--- src/rtl/vga_cfg_pkg.sv ---
// Shared definitions for the VGA configuration register file: address map,
// handshake states, field widths and reset colours.
package vga_cfg_pkg;

    localparam int NIBBLE_W = 4;
    localparam int NUM_REGS = 12;
    localparam int COLOR_W  = 12;
    localparam int OFF_W    = 8;

    localparam logic [3:0] ADDR_FG_R    = 4'd0;
    localparam logic [3:0] ADDR_FG_G    = 4'd1;
    localparam logic [3:0] ADDR_FG_B    = 4'd2;
    localparam logic [3:0] ADDR_BG_R    = 4'd3;
    localparam logic [3:0] ADDR_BG_G    = 4'd4;
    localparam logic [3:0] ADDR_BG_B    = 4'd5;
    localparam logic [3:0] ADDR_MODE    = 4'd6;
    localparam logic [3:0] ADDR_PATTERN = 4'd7;
    localparam logic [3:0] ADDR_XOFF_LO = 4'd8;
    localparam logic [3:0] ADDR_XOFF_HI = 4'd9;
    localparam logic [3:0] ADDR_YOFF_LO = 4'd10;
    localparam logic [3:0] ADDR_YOFF_HI = 4'd11;
    localparam logic [3:0] ADDR_RSVD_LO = 4'd12;
    localparam logic [3:0] ADDR_COMMIT  = 4'd15;

    localparam logic [11:0] FG_RESET_DEF = 12'hFFF;
    localparam logic [11:0] BG_RESET_DEF = 12'h000;

    typedef enum logic [0:0] {
        IDLE     = 1'b0,
        WAIT_LOW = 1'b1
    } state_t;

    typedef logic [NUM_REGS-1:0][NIBBLE_W-1:0] bank_t;

    // Builds the reset image of a bank: colour nibbles from the reset colours, everything else zero.
    function automatic bank_t reset_bank(input logic [11:0] fg, input logic [11:0] bg);
        bank_t b;
        b = '0;
        b[ADDR_FG_R] = fg[11:8];
        b[ADDR_FG_G] = fg[7:4];
        b[ADDR_FG_B] = fg[3:0];
        b[ADDR_BG_R] = bg[11:8];
        b[ADDR_BG_G] = bg[7:4];
        b[ADDR_BG_B] = bg[3:0];
        return b;
    endfunction

endpackage

--- src/rtl/vga_cfg_regfile_shadow_bank.sv ---
// Shadow register nibbles and their active copies; active takes the whole
// shadow image on copy_en, using the shadow value from before the edge.
module cfg_shadow_bank
    import vga_cfg_pkg::*;
#(
    parameter logic [11:0] FG_RESET = FG_RESET_DEF,
    parameter logic [11:0] BG_RESET = BG_RESET_DEF
) (
    input  logic                clk,
    input  logic                rst,
    input  logic                wr_en,
    input  logic [3:0]          wr_idx,
    input  logic [NIBBLE_W-1:0] wr_data,
    input  logic                copy_en,
    output bank_t               active
);

    bank_t shadow_r;
    bank_t active_r;

    // Shadow nibble writes and bulk shadow-to-active copy.
    always_ff @(posedge clk or negedge rst) begin
        if (!rst) begin
            shadow_r <= reset_bank(FG_RESET, BG_RESET);
            active_r <= reset_bank(FG_RESET, BG_RESET);
        end else begin
            if (copy_en) begin
                active_r <= shadow_r;
            end
            for (int i = 0; i < NUM_REGS; i++) begin
                if (wr_en && (wr_idx == 4'(i))) begin
                    shadow_r[i] <= wr_data;
                end
            end
        end
    end

    assign active = active_r;

endmodule

--- src/rtl/vga_cfg_regfile.sv ---
// VGA configuration register file: valid/ack write handshake into a shadow bank,
// committed to the active bank on the next frame_start after a commit request.
module vga_cfg_regfile
    import vga_cfg_pkg::*;
#(
    parameter int          DATA_W      = 4,
    parameter int          ADDR_W      = 4,
    parameter logic [11:0] FG_RESET    = 12'hFFF,
    parameter logic [11:0] BG_RESET    = 12'h000,
    parameter int          AUTO_COMMIT = 0
) (
    input  logic               clk,
    input  logic               rst,
    input  logic [ADDR_W-1:0]  address,
    input  logic [DATA_W-1:0]  data,
    input  logic               valid,
    output logic               ack,
    input  logic               frame_start,
    output logic [COLOR_W-1:0] fg_color,
    output logic [COLOR_W-1:0] bg_color,
    output logic [3:0]         mode,
    output logic [3:0]         pattern,
    output logic [OFF_W-1:0]   x_off,
    output logic [OFF_W-1:0]   y_off,
    output logic               commit_pending,
    output logic               err
);

    state_t state_r;
    state_t next_state_s;
    logic   accept_s;
    logic   ack_r;
    logic   commit_pending_r;
    logic   err_r;
    logic   copy_s;
    logic   wr_en_s;
    logic   is_commit_s;
    logic   is_reserved_s;
    bank_t  active_s;

    // Handshake state register.
    always_ff @(posedge clk or negedge rst) begin
        if (!rst) begin
            state_r <= IDLE;
        end else begin
            state_r <= next_state_s;
        end
    end

    // Next state: accept once in IDLE, then wait for valid to fall so the
    // decoder's trailing valid cycle is not taken as a second write.
    always_comb begin
        next_state_s = state_r;
        accept_s     = 1'b0;
        case (state_r)
            IDLE: begin
                if (valid) begin
                    accept_s     = 1'b1;
                    next_state_s = WAIT_LOW;
                end else begin
                    next_state_s = IDLE;
                end
            end
            WAIT_LOW: begin
                if (valid) begin
                    next_state_s = WAIT_LOW;
                end else begin
                    next_state_s = IDLE;
                end
            end
            default: begin
                next_state_s = IDLE;
            end
        endcase
    end

    // Address decode of the accepted write.
    always_comb begin
        is_commit_s   = (address == ADDR_W'(ADDR_COMMIT));
        is_reserved_s = (address >= ADDR_W'(ADDR_RSVD_LO)) && (address < ADDR_W'(ADDR_COMMIT));
        wr_en_s       = accept_s && (address < ADDR_W'(NUM_REGS));
        copy_s        = frame_start && commit_pending_r;
    end

    // Ack pulse, commit request and sticky error flags.
    always_ff @(posedge clk or negedge rst) begin
        if (!rst) begin
            ack_r            <= 1'b0;
            commit_pending_r <= 1'b0;
            err_r            <= 1'b0;
        end else begin
            ack_r <= accept_s;
            if (accept_s && is_commit_s && data[0]) begin
                err_r <= 1'b0;
            end else if (accept_s && is_reserved_s) begin
                err_r <= 1'b1;
            end else begin
                err_r <= err_r;
            end
            // A new request on the copy edge keeps pending set for the next frame.
            if (accept_s && (is_commit_s || (AUTO_COMMIT != 0))) begin
                commit_pending_r <= 1'b1;
            end else if (copy_s) begin
                commit_pending_r <= 1'b0;
            end else begin
                commit_pending_r <= commit_pending_r;
            end
        end
    end

    cfg_shadow_bank #(
        .FG_RESET (FG_RESET),
        .BG_RESET (BG_RESET)
    ) u_bank (
        .clk     (clk),
        .rst     (rst),
        .wr_en   (wr_en_s),
        .wr_idx  (4'(address)),
        .wr_data (NIBBLE_W'(data)),
        .copy_en (copy_s),
        .active  (active_s)
    );

    assign ack            = ack_r;
    assign commit_pending = commit_pending_r;
    assign err            = err_r;
    assign fg_color       = {active_s[ADDR_FG_R], active_s[ADDR_FG_G], active_s[ADDR_FG_B]};
    assign bg_color       = {active_s[ADDR_BG_R], active_s[ADDR_BG_G], active_s[ADDR_BG_B]};
    assign mode           = active_s[ADDR_MODE];
    assign pattern        = active_s[ADDR_PATTERN];
    assign x_off          = {active_s[ADDR_XOFF_HI], active_s[ADDR_XOFF_LO]};
    assign y_off          = {active_s[ADDR_YOFF_HI], active_s[ADDR_YOFF_LO]};

endmodule

--- config.mk ---
export PLATFORM = sky130hd
export DESIGN_NAME = vga_cfg_regfile
export DESIGN_NICKNAME = d
export VERILOG_FILES = /design/src/rtl/vga_cfg_pkg.sv /design/src/rtl/vga_cfg_regfile_shadow_bank.sv /design/src/rtl/vga_cfg_regfile.sv
export SDC_FILE = /design/constraint.sdc
export NUM_CORES = 1
export LEC_CHECK = 0
export ABC_AREA = 1
export BUFFER_PORTS_ARGS = -buffer_cell sky130_fd_sc_hd__buf_4
export CELL_PAD_IN_SITES_DETAIL_PLACEMENT = 1
export CELL_PAD_IN_SITES_GLOBAL_PLACEMENT = 1
export CORE_MARGIN = 2
export CORE_UTILIZATION = 42
export DETAILED_ROUTE_END_ITERATION = 10
export PLACE_DENSITY_LB_ADDON = 0.25
export SLEW_MARGIN = 20
export SYNTH_ARGS = -nofsm -noshare
export SYNTH_HDL_FRONTEND = slang
export SYNTH_SLANG_ARGS = --single-unit
--- constraint.sdc ---
create_clock -name clk -period 1.25 [get_ports clk]
set_input_delay 0.25 -clock clk [delete_from_list [all_inputs] [get_ports clk]]
set_output_delay 0.25 -clock clk [all_outputs]
set_load 0.005 [all_outputs]
# Word level (Yosys, flattened, before mapping)
# Index checks and enable logic that the tools add are counted.
word_totals:
  reg_bits: 100
  latch_bits: 0
  ram_bits: 0
  mem_bits_ro: 0
  inputBits: 12
  output_inout_bits: 51
  word_cells: 70
  memories: 0
classes:
  add_sub_neg: 0
  mul: 0
  div_mod_pow: 0
  order_cmp: 3
  eq_ne: 12
  shift: 0
  mux: 6
  bitwise_logic: 0
  reduce_logical: 21
op_table:
  columns: ["op", "n"]
  rows:
  - ["$eq A4 B4 Y1 const B", 5]
  - ["$logic_and A1 B1 Y1", 18]
  - ["$eq A4 B3 Y1 const B", 4]
  - ["$eq A4 B2 Y1 const B", 2]
  - ["$lt A4 B4 Y1 const B", 2]
  - ["$mux W1", 6]
  - ["$eq A4 B1 Y1 const B", 1]
  - ["$ge A4 B4 Y1 const B", 1]
  - ["$logic_not A4 Y1", 1]
  - ["$reduce_bool A2 Y1", 2]

# Longest topological paths before layout
# Gate-level depths: netlist (run 1).
logic_depth:
  word_depth: 5
  depth_mapped: 6
  mapped_depth_nobuf: 5

# Modules after synthesis
# A second synthesis (run 1) with hierarchy kept.
unflattened:
  hier_cells: 381
  hier_area_um2: 4043.9
by_module_without_submodules:
  columns: ["mod", "n_inst", "cells_per_inst", "area_per_inst_um2", "seq_area_each_um2"]
  rows:
  - ["cfg_shadow_bank", 1, 359, 3860.0, 2432.3]
  - ["vga_cfg_regfile", 1, 22, 183.9, 100.1]

# Least setup slack after synthesis (run 1)
# OpenSTA, ideal clock, no wires.
synth_path:
  kind: "reg-to-reg"
  start: "register commit_pending_r, in the netlist commit_pending"
  end: "register u_bank.active_r, in the netlist u_bank.active[21]"
  setup_ps: 117
  arrival_time_ps: 998
  t_required_ps: 1133
  setup_slack_ps: 135
  path_stages_with_launch: 7
  n_path_buf: 3
  period_less_slack_ps: 1115
  cell_sequence: "dfrtp_1 > clkbuf_1 > nand2_1 > buf_2 > buf_2 > nand2_1 > nand2_1"
synth_between:
  elab_chain_len: 1
synth_rtl:
  columns: ["item", "line", "rtl"]
  rows:
  - ["from (decl)", "vga_cfg_regfile.sv:33", "logic commit_pending_r;"]
  - ["from (signal assigned)", "vga_cfg_regfile.sv:106", "commit_pending_r <= commit_pending_r;"]
  - ["$logic_and A1 B1 Y1", "vga_cfg_regfile.sv:82", "copy_s = frame_start && commit_pending_r;"]
  - ["to (signal assigned)", "vga_cfg_regfile_shadow_bank.sv:25", "active_r <= reset_bank(FG_RESET, BG_RESET);"]
  - ["to (signal assigned)", "vga_cfg_regfile_shadow_bank.sv:28", "active_r <= shadow_r;"]
  - ["to (decl)", "vga_cfg_regfile_shadow_bank.sv:19", "bank_t active_r;"]
# No other way between the ends.
# A chain may end at the register's enable or synchronous reset.

# Worst setup path after layout (run 1)
layout_path:
  start: "register commit_pending_r, in the netlist commit_pending"
  end: "output commit_pending"
layout_lines:
  columns: ["item", "line", "rtl"]
  rows:
  - ["to (decl)", "vga_cfg_regfile.sv:25", "output logic commit_pending,"]
# No word-level cell between the ends.

==> out/metrics.yaml, run 1 <==
placement:
  dp.final_hpwl_mm: 7.777
  placed_cells: 651
  io_buffers: 62
  routabilityCongestion: 0.8684
synth:
  yosysTopAreaCellShare_pct: 46.91
  synth.distinct_cells: 11
  syn_avg_cell_area_sq_um: 8.756
  synth_cells: 463
  ys_seq_area_share_pct: 62.47
  yosysTopAreaCell: "dfrtp_1"
  synth-seq-cells: 100
  synthesis.area_sq_um: 4054
  ys_warn_count: 0
  synth_fp_nets: 475
  synthTopCellsByArea: "dfrtp_1 (47%), nand2_1 (19%), dfstp_2 (16%)"
power_and_ir_drop:
  power_leakage_uw: 0.002775
  peakVddDrop_v: 0.0005993
  cellPowerDensity_nw_per_um2: 1414
floorplanning:
  io_pins: 63
  placeableCoreArea_sq_um: 9284
  die_w_um: 102.2
  die-area_sq_um: 10450
  die_h_um: 102.2
  row_count: 35
  initial_utilization_pct: 43.67
flow_run:
  drv_cap: 0
worst_setup_path:
  start_kind: "flop"
  arrival_ns: 1.04
  required_ns: 1.00
  crit_fanout: 3
  worst-setup-path-type: "reg2out"
  reg2regPathDepth: 4
  cp-end-kind: "output port"
  r2r_slack_ns: 0.05
run_status:
  outcome: "finished with violations"
  violations: "negative setup slack"
worst_hold_path:
  min_path_type: "in2reg"
  hold_depth: 1
drt:
  routed_via_density: 5.188
  vias: 3502
  drt-initial-drc-count: 136
  finalWirelength_mm: 11.53
  ant_nets: 0
  first_pass_iters: 4
  drc: 0
  wl_per_cell_um: 17.08
timing:
  period_minus_slack_ns: 1.287
  fin_ws_ns: -0.03676
  worst_pin_slew_ns: 0.4354
  fmax_ghz: 0.7771
  setup_viol: 10
  timing.setup.tns_ns: -0.08447
  hold_viol: 0
  maxSlewViolCount: 0
  slew-limit-headroom_pct: 70.87
  clock_skew_ns: 0.008427
  finalCritPeriodShare_pct: 102.9
  rsz0062_at_grt: "true"
layout:
  area_delta_synth_final_pct: 27.87
  diodes: 0
  fin_cells: 675
  nets: 553
  drive_gt1_share_pct: 26.01
global_routing:
  grt_antenna_before_repair: 0
  grt.total_usage_pct: 23.91
  grt_pass1_vias: 3702
  grt_max_degree: 50
  grt-ovfl-total: 0
  grt_pass1_wl_mm: 18.88
cts:
  clkTransAtPathRegs_ns: 0.10
  cts-root-buf: "clkbuf_8"
  clockBufferDepth: 2
  cts_max_level: 3
  cts_tree: "yes"
  clk-insertion-delay-late_ns: 0.36
  cts_sinks: 100
  cts_buffers: 9
[cells in the final DEF (no fill, tap or decap), types with 8 or more instances in the layout]
cell type,netlist,layout
dfstp_2,24,24
buf_6,0,14
nand2_1,204,203
clkbuf_8,0,11
buf_4,1,73
dfrtp_1,76,75
nand3_1,108,102
inv_1,8,8
nor2_1,13,12
[logic make-up (layout without fill, tap and decap cells)]
family	count (synthesis)	in the layout	synth area share, %
compound gates	1	1	0.1233
flops	100	100	62.47
buf+inv	36	119	3.796
simple gates	326	326	33.61
[repair_timing]
item                       4_1_cts  5_1_grt
hold buffers                     1        0
hold endpoints to repair        46        0
gates cloned                     1        0
resized for setup               14        9
pin swaps                        0        1
setup endpoints to repair       13       32
buffers inserted                 5        1
[power breakdown]
| part | internal [uW] | switching [uW] | leakage [uW] |
|---|---|---|---|
| registers | 3820 | 311 | 0.00126 |
| clock network | 845 | 1130 | 0.0000892 |
| logic | 596 | 626 | 0.00143 |
[routing by layer]
layer	share of wire (%)	wire (um)	global-route usage [%]	vias up
met3	4.6	531	4.446	13
met5	0	0	0	-
met1	44	5045	31.97	1756
met4	0.90	104	6.667	0
met2	51	5850	40.23	96
li1	-	-	-	1637
[cells in the mapped netlist]
master / instances
dfrtp_1: 76
nor2_1: 13
nand3b_1: 1
nand2_1: 204
nand3_1: 108
buf_2: 12
buf_4: 1
o21ai_0: 1
inv_1: 8
dfstp_2: 24
clkbuf_1: 15
[registers in the layout, summed over array words and instances (netlist names)]
name and flops:
commit_pending 1, err 1, u_bank.shadow_r 48, u_bank.active 48, state_r 1, ack 1
[path summary, 6_finish.rpt]
path                                                      start                               to
min in group asynchronous                                   rst    u_bank.active[41]$_DFFE_PN0P_
worst min register to register  u_bank.shadow_r[11]$_DFFE_PN1P_  u_bank.shadow_r[11]$_DFFE_PN1P_
worst min-delay path                                      valid                state_r$_DFF_PN0_
worst max register to register       commit_pending$_DFFE_PN0P_       commit_pending$_DFFE_PN0P_
worst max-delay path                 commit_pending$_DFFE_PN0P_                   commit_pending
max in group asynchronous                                   rst     u_bank.active[8]$_DFFE_PN1P_
[metrics by stage]
stage / hold WS (ns) / utilization [%] / total power, uW / instance area, sq um / setup WS, ns
3_5_place_dp: 0.1123 / 51.91 / 5335 / 4820 / 0.04596
3_3_place_gp: 0.1136 / 51.91 / 5249 / 4820 / 0.09868
2_1_floorplan: -0.04559 / - / 4612 / 4054 / 0.1351
5_1_grt: 0.009391 / 55.84 / 7712 / 5184 / -0.07755
4_1_cts: 0.002677 / 55.34 / 7377 / 5137 / -0.05623
6_report: 0.02143 / 55.84 / 7331 / 5184 / -0.03676
[critical path, cell delays in order (launching register included)]
cell and delay [ns]:
dfrtp_2 0.44, buf_12 0.13, buf_6 0.10
[final cells by class]
class	instances	area [sq um]
Clock buffer	12	155.1
Clock inverter	4	32.53
Fill cell	1118	4100
Inverter	8	30.03
Multi-Input combinational cell	327	1403
Sequential cell	100	2534
Tap cell	129	161.4
Timing Repair Buffer	95	868.3
Note: power is estimated with default switching activity, not from simulation.
==> inputs of run 2 (changes only) <==
--- a/config.mk
+++ b/config.mk
@@ -5,12 +5,11 @@
 export SDC_FILE = /design/constraint.sdc
 export NUM_CORES = 1
 export LEC_CHECK = 0
-export ABC_AREA = 1
 export BUFFER_PORTS_ARGS = -buffer_cell sky130_fd_sc_hd__buf_4
 export CELL_PAD_IN_SITES_DETAIL_PLACEMENT = 1
 export CELL_PAD_IN_SITES_GLOBAL_PLACEMENT = 1
 export CORE_MARGIN = 2
-export CORE_UTILIZATION = 42
+export CORE_UTILIZATION = 46
 export DETAILED_ROUTE_END_ITERATION = 10
 export PLACE_DENSITY_LB_ADDON = 0.25
 export SLEW_MARGIN = 20
==> out/metrics.yaml, run 2 <==
synth:
  synthTopCellsByArea: "dfrtp_1 (49%), mux2_2 (27%), dfstp_2 (16%)"
  ys_warn_count: 0
  yosysTopAreaCellShare_pct: 49.33
  synth_fp_nets: 244
  yosysTopAreaCell: "dfrtp_1"
  synth_most_common_cell: "mux2_2"
  synth_ff_type: "dfrtp_1"
  synth-async-reset-ratio_pct: 100.0
  syn_avg_cell_area_sq_um: 16.62
  synth.distinct_cells: 20
  synth_cells: 232
  synth-seq-cells: 100
  synthesis.area_sq_um: 3855
  synth_commonest_cells: "mux2_2 (92), dfrtp_1 (76), dfstp_2 (24)"
  synth-edff-count: 0
  ys_seq_area_share_pct: 65.69
layout:
  final_common_cell: "dfrtp_1"
  stdcell_area_sq_um: 5200
  mostFrequentLayoutCells: "dfrtp_1 (75), buf_4 (61), mux2_2 (48), mux2_4 (48), dfstp_2 (24)"
  drive_gt1_share_pct: 73.37
  multiInputGateArea_sq_um: 1544
  n_fill_cell: 766
  register_area_sq_um: 2534
  area_delta_synth_final_pct: 34.89
  diodes: 0
  nets: 330
worst_setup_path:
  worstPathCellList: "nand4b_4 -> or3_4 -> mux2_4"
  start_kind: "flop"
  arrival_ns: 1.68
  required_ns: 1.48
  slowest_stage: "dfrtp_2"
  r2r-start: "state_r$_DFF_PN0_"
  crit_fanout: 5
  worst-setup-path-type: "reg2reg"
  reg2regPathDepth: 3
  r2r_slack_ns: -0.20
  cp-end-kind: "flop"
  slowest_delay_ns: 0.45
  r2r_end: "u_bank.shadow_r[13]$_DFFE_PN0P_"
floorplanning:
  die_w_um: 95.55
  io_pins: 63
  die-area_sq_um: 9129
  placeableCoreArea_sq_um: 8175
  die_h_um: 95.55
  row_count: 33
  initial_utilization_pct: 47.15
drt:
  first_pass_iters: 3
  routed_via_density: 5.107
  ant_nets: 0
  drt-initial-drc-count: 32
  wl_per_cell_um: 20.58
  drc: 0
  vias: 2186
  finalWirelength_mm: 8.809
timing:
  hold_viol: 0
  rsz0062_at_grt: "true"
  timing.setup.tns_ns: -5.608
  period_minus_slack_ns: 1.449
  worst_pin_slew_ns: 0.5891
  setup_viol: 54
  finalCritPeriodShare_pct: 115.9
  fin_ws_ns: -0.1990
  fmax_ghz: 0.6901
  clock_skew_ns: 0.008962
  maxSlewViolCount: 0
  slew-limit-headroom_pct: 60.58
  fin_hold_ws_ns: 0.06970
cts:
  cts_tree: "yes"
  cts_sinks: 100
  clkTransAtPathRegs_ns: 0.09
  cts-root-buf: "clkbuf_8"
  clockBufferDepth: 2
  cts_buffers: 9
  clk-insertion-delay-late_ns: 0.35
  cts_max_level: 3
run_status:
  violations: "negative setup slack"
  outcome: "finished with violations"
global_routing:
  grt_pass1_vias: 2465
  grt_max_degree: 25
  grt_pass1_wl_mm: 12.94
  grt.total_usage_pct: 19.31
  grt_antenna_before_repair: 0
  grt-ovfl-total: 0
flow_run:
  drv_cap: 0
placement:
  routabilityCongestion: 0.8038
  placed_area_sq_um: 4613
  io_buffers: 62
  dp.final_hpwl_mm: 5.655
  pre_cts_ws_ns: -0.2454
worst_hold_path:
  min_to: "state_r$_DFF_PN0_"
  min-delay-start: "valid"
  min_path_type: "in2reg"
  hold_depth: 1
power_and_ir_drop:
  cellPowerDensity_nw_per_um2: 1479
  finalPower_uw: 7689
  power_leakage_uw: 0.002715
  peakVddDrop_v: 0.0007841
==> run 2: changes by cell type in the layout (fill, tap and decap cells not counted), sizes merged, moves of 3 or more <==
cell   before  now
nor2       13    1
mux2        0   96
buf        93   81
inv         9    2
nand3     108    0
nand2     204   11
nor2b       0    3
==> run 2: what timing repair did <==
| action | CTS | global route |
|---|---|---|
| gates cloned | 0 | 3 |
| buffers inserted | 2 | 1 |
| hold buffers | 1 | 0 |
| setup endpoints to repair | 79 | 78 |
| pin swaps | 3 | 5 |
| endpoints found under the hold margin | 19 | 0 |
| gates resized for setup | 32 | 45 |
==> run 2: worst max path at each step <==
stage / startpoint / to / slack, ns / cells past startpoint
final: state_r$_DFF_PN0_ / u_bank.shadow_r[13]$_DFFE_PN0P_ / -0.20 / 3
after global routing: state_r$_DFF_PN0_ / u_bank.shadow_r[13]$_DFFE_PN0P_ / -0.23 / 3
after detailed placement: address[0] / u_bank.shadow_r[34]$_DFFE_PN0P_ / -0.25 / 4
after global placement: address[0] / u_bank.shadow_r[35]$_DFFE_PN0P_ / -0.23 / 4
after floorplan: state_r$_DFF_PN0_ / u_bank.shadow_r[12]$_DFFE_PN0P_ / -0.16 / 3
after CTS: state_r$_DFF_PN0_ / u_bank.shadow_r[13]$_DFFE_PN0P_ / -0.21 / 3
==> run 2: kinds of logic after synthesis <==
kind of cell	share of synthesized area (%)
multiplexers	28.43
flip-flops	65.69
buffers and inverters	1.136
AND/OR/NAND/NOR	4.252
AO/OA/AOI/OAI	0.4869
==> run 2: metrics by stage <==
stage          util, %  instances
2_1_floorplan        -        232
3_3_place_gp     56.43        405
3_5_place_dp     56.43        405
4_1_cts          60.70        424
5_1_grt          63.61        428
6_report         63.61        428
==> run 2: power breakdown <==
| group | leakage (uW) | total, uW | switching [uW] | internal (uW) |
|---|---|---|---|---|
| Combinational | 0.00137 | 1400 | 442 | 954 |
| Clock | 0.0000958 | 2050 | 1120 | 936 |
| Sequential | 0.00125 | 4240 | 356 | 3880 |
==> run 2: area by class of cell <==
type,count,area share (%)
clock buffer,9,2.382
inverter,1,0.07218
clock inverter,7,1.468
timing repair buffer,84,15.13
sequential,100,48.72
tap,105,2.526
multi-input combinational,122,29.69
==> run 2: worst max-delay path, delay by kind of cell, from the launching register on <==
| kind | cells | cell delay [ns] |
|---|---|---|
| flops | 1 | 0.45 |
| simple gates | 2 | 0.58 |
| mux | 1 | 0.31 |
==> run 2: layer usage <==
layer | part of all wire [%] | up-vias | track usage [%] | routed length, um
met2 | 53 | 42 | 32.58 | 4626
met4 | 1.9 | 0 | 9.167 | 168
li1 | - | 990 | - | -
met3 | 2.8 | 13 | 3.320 | 244
met1 | 43 | 1141 | 24.15 | 3769
met5 | 0 | - | 0 | 0
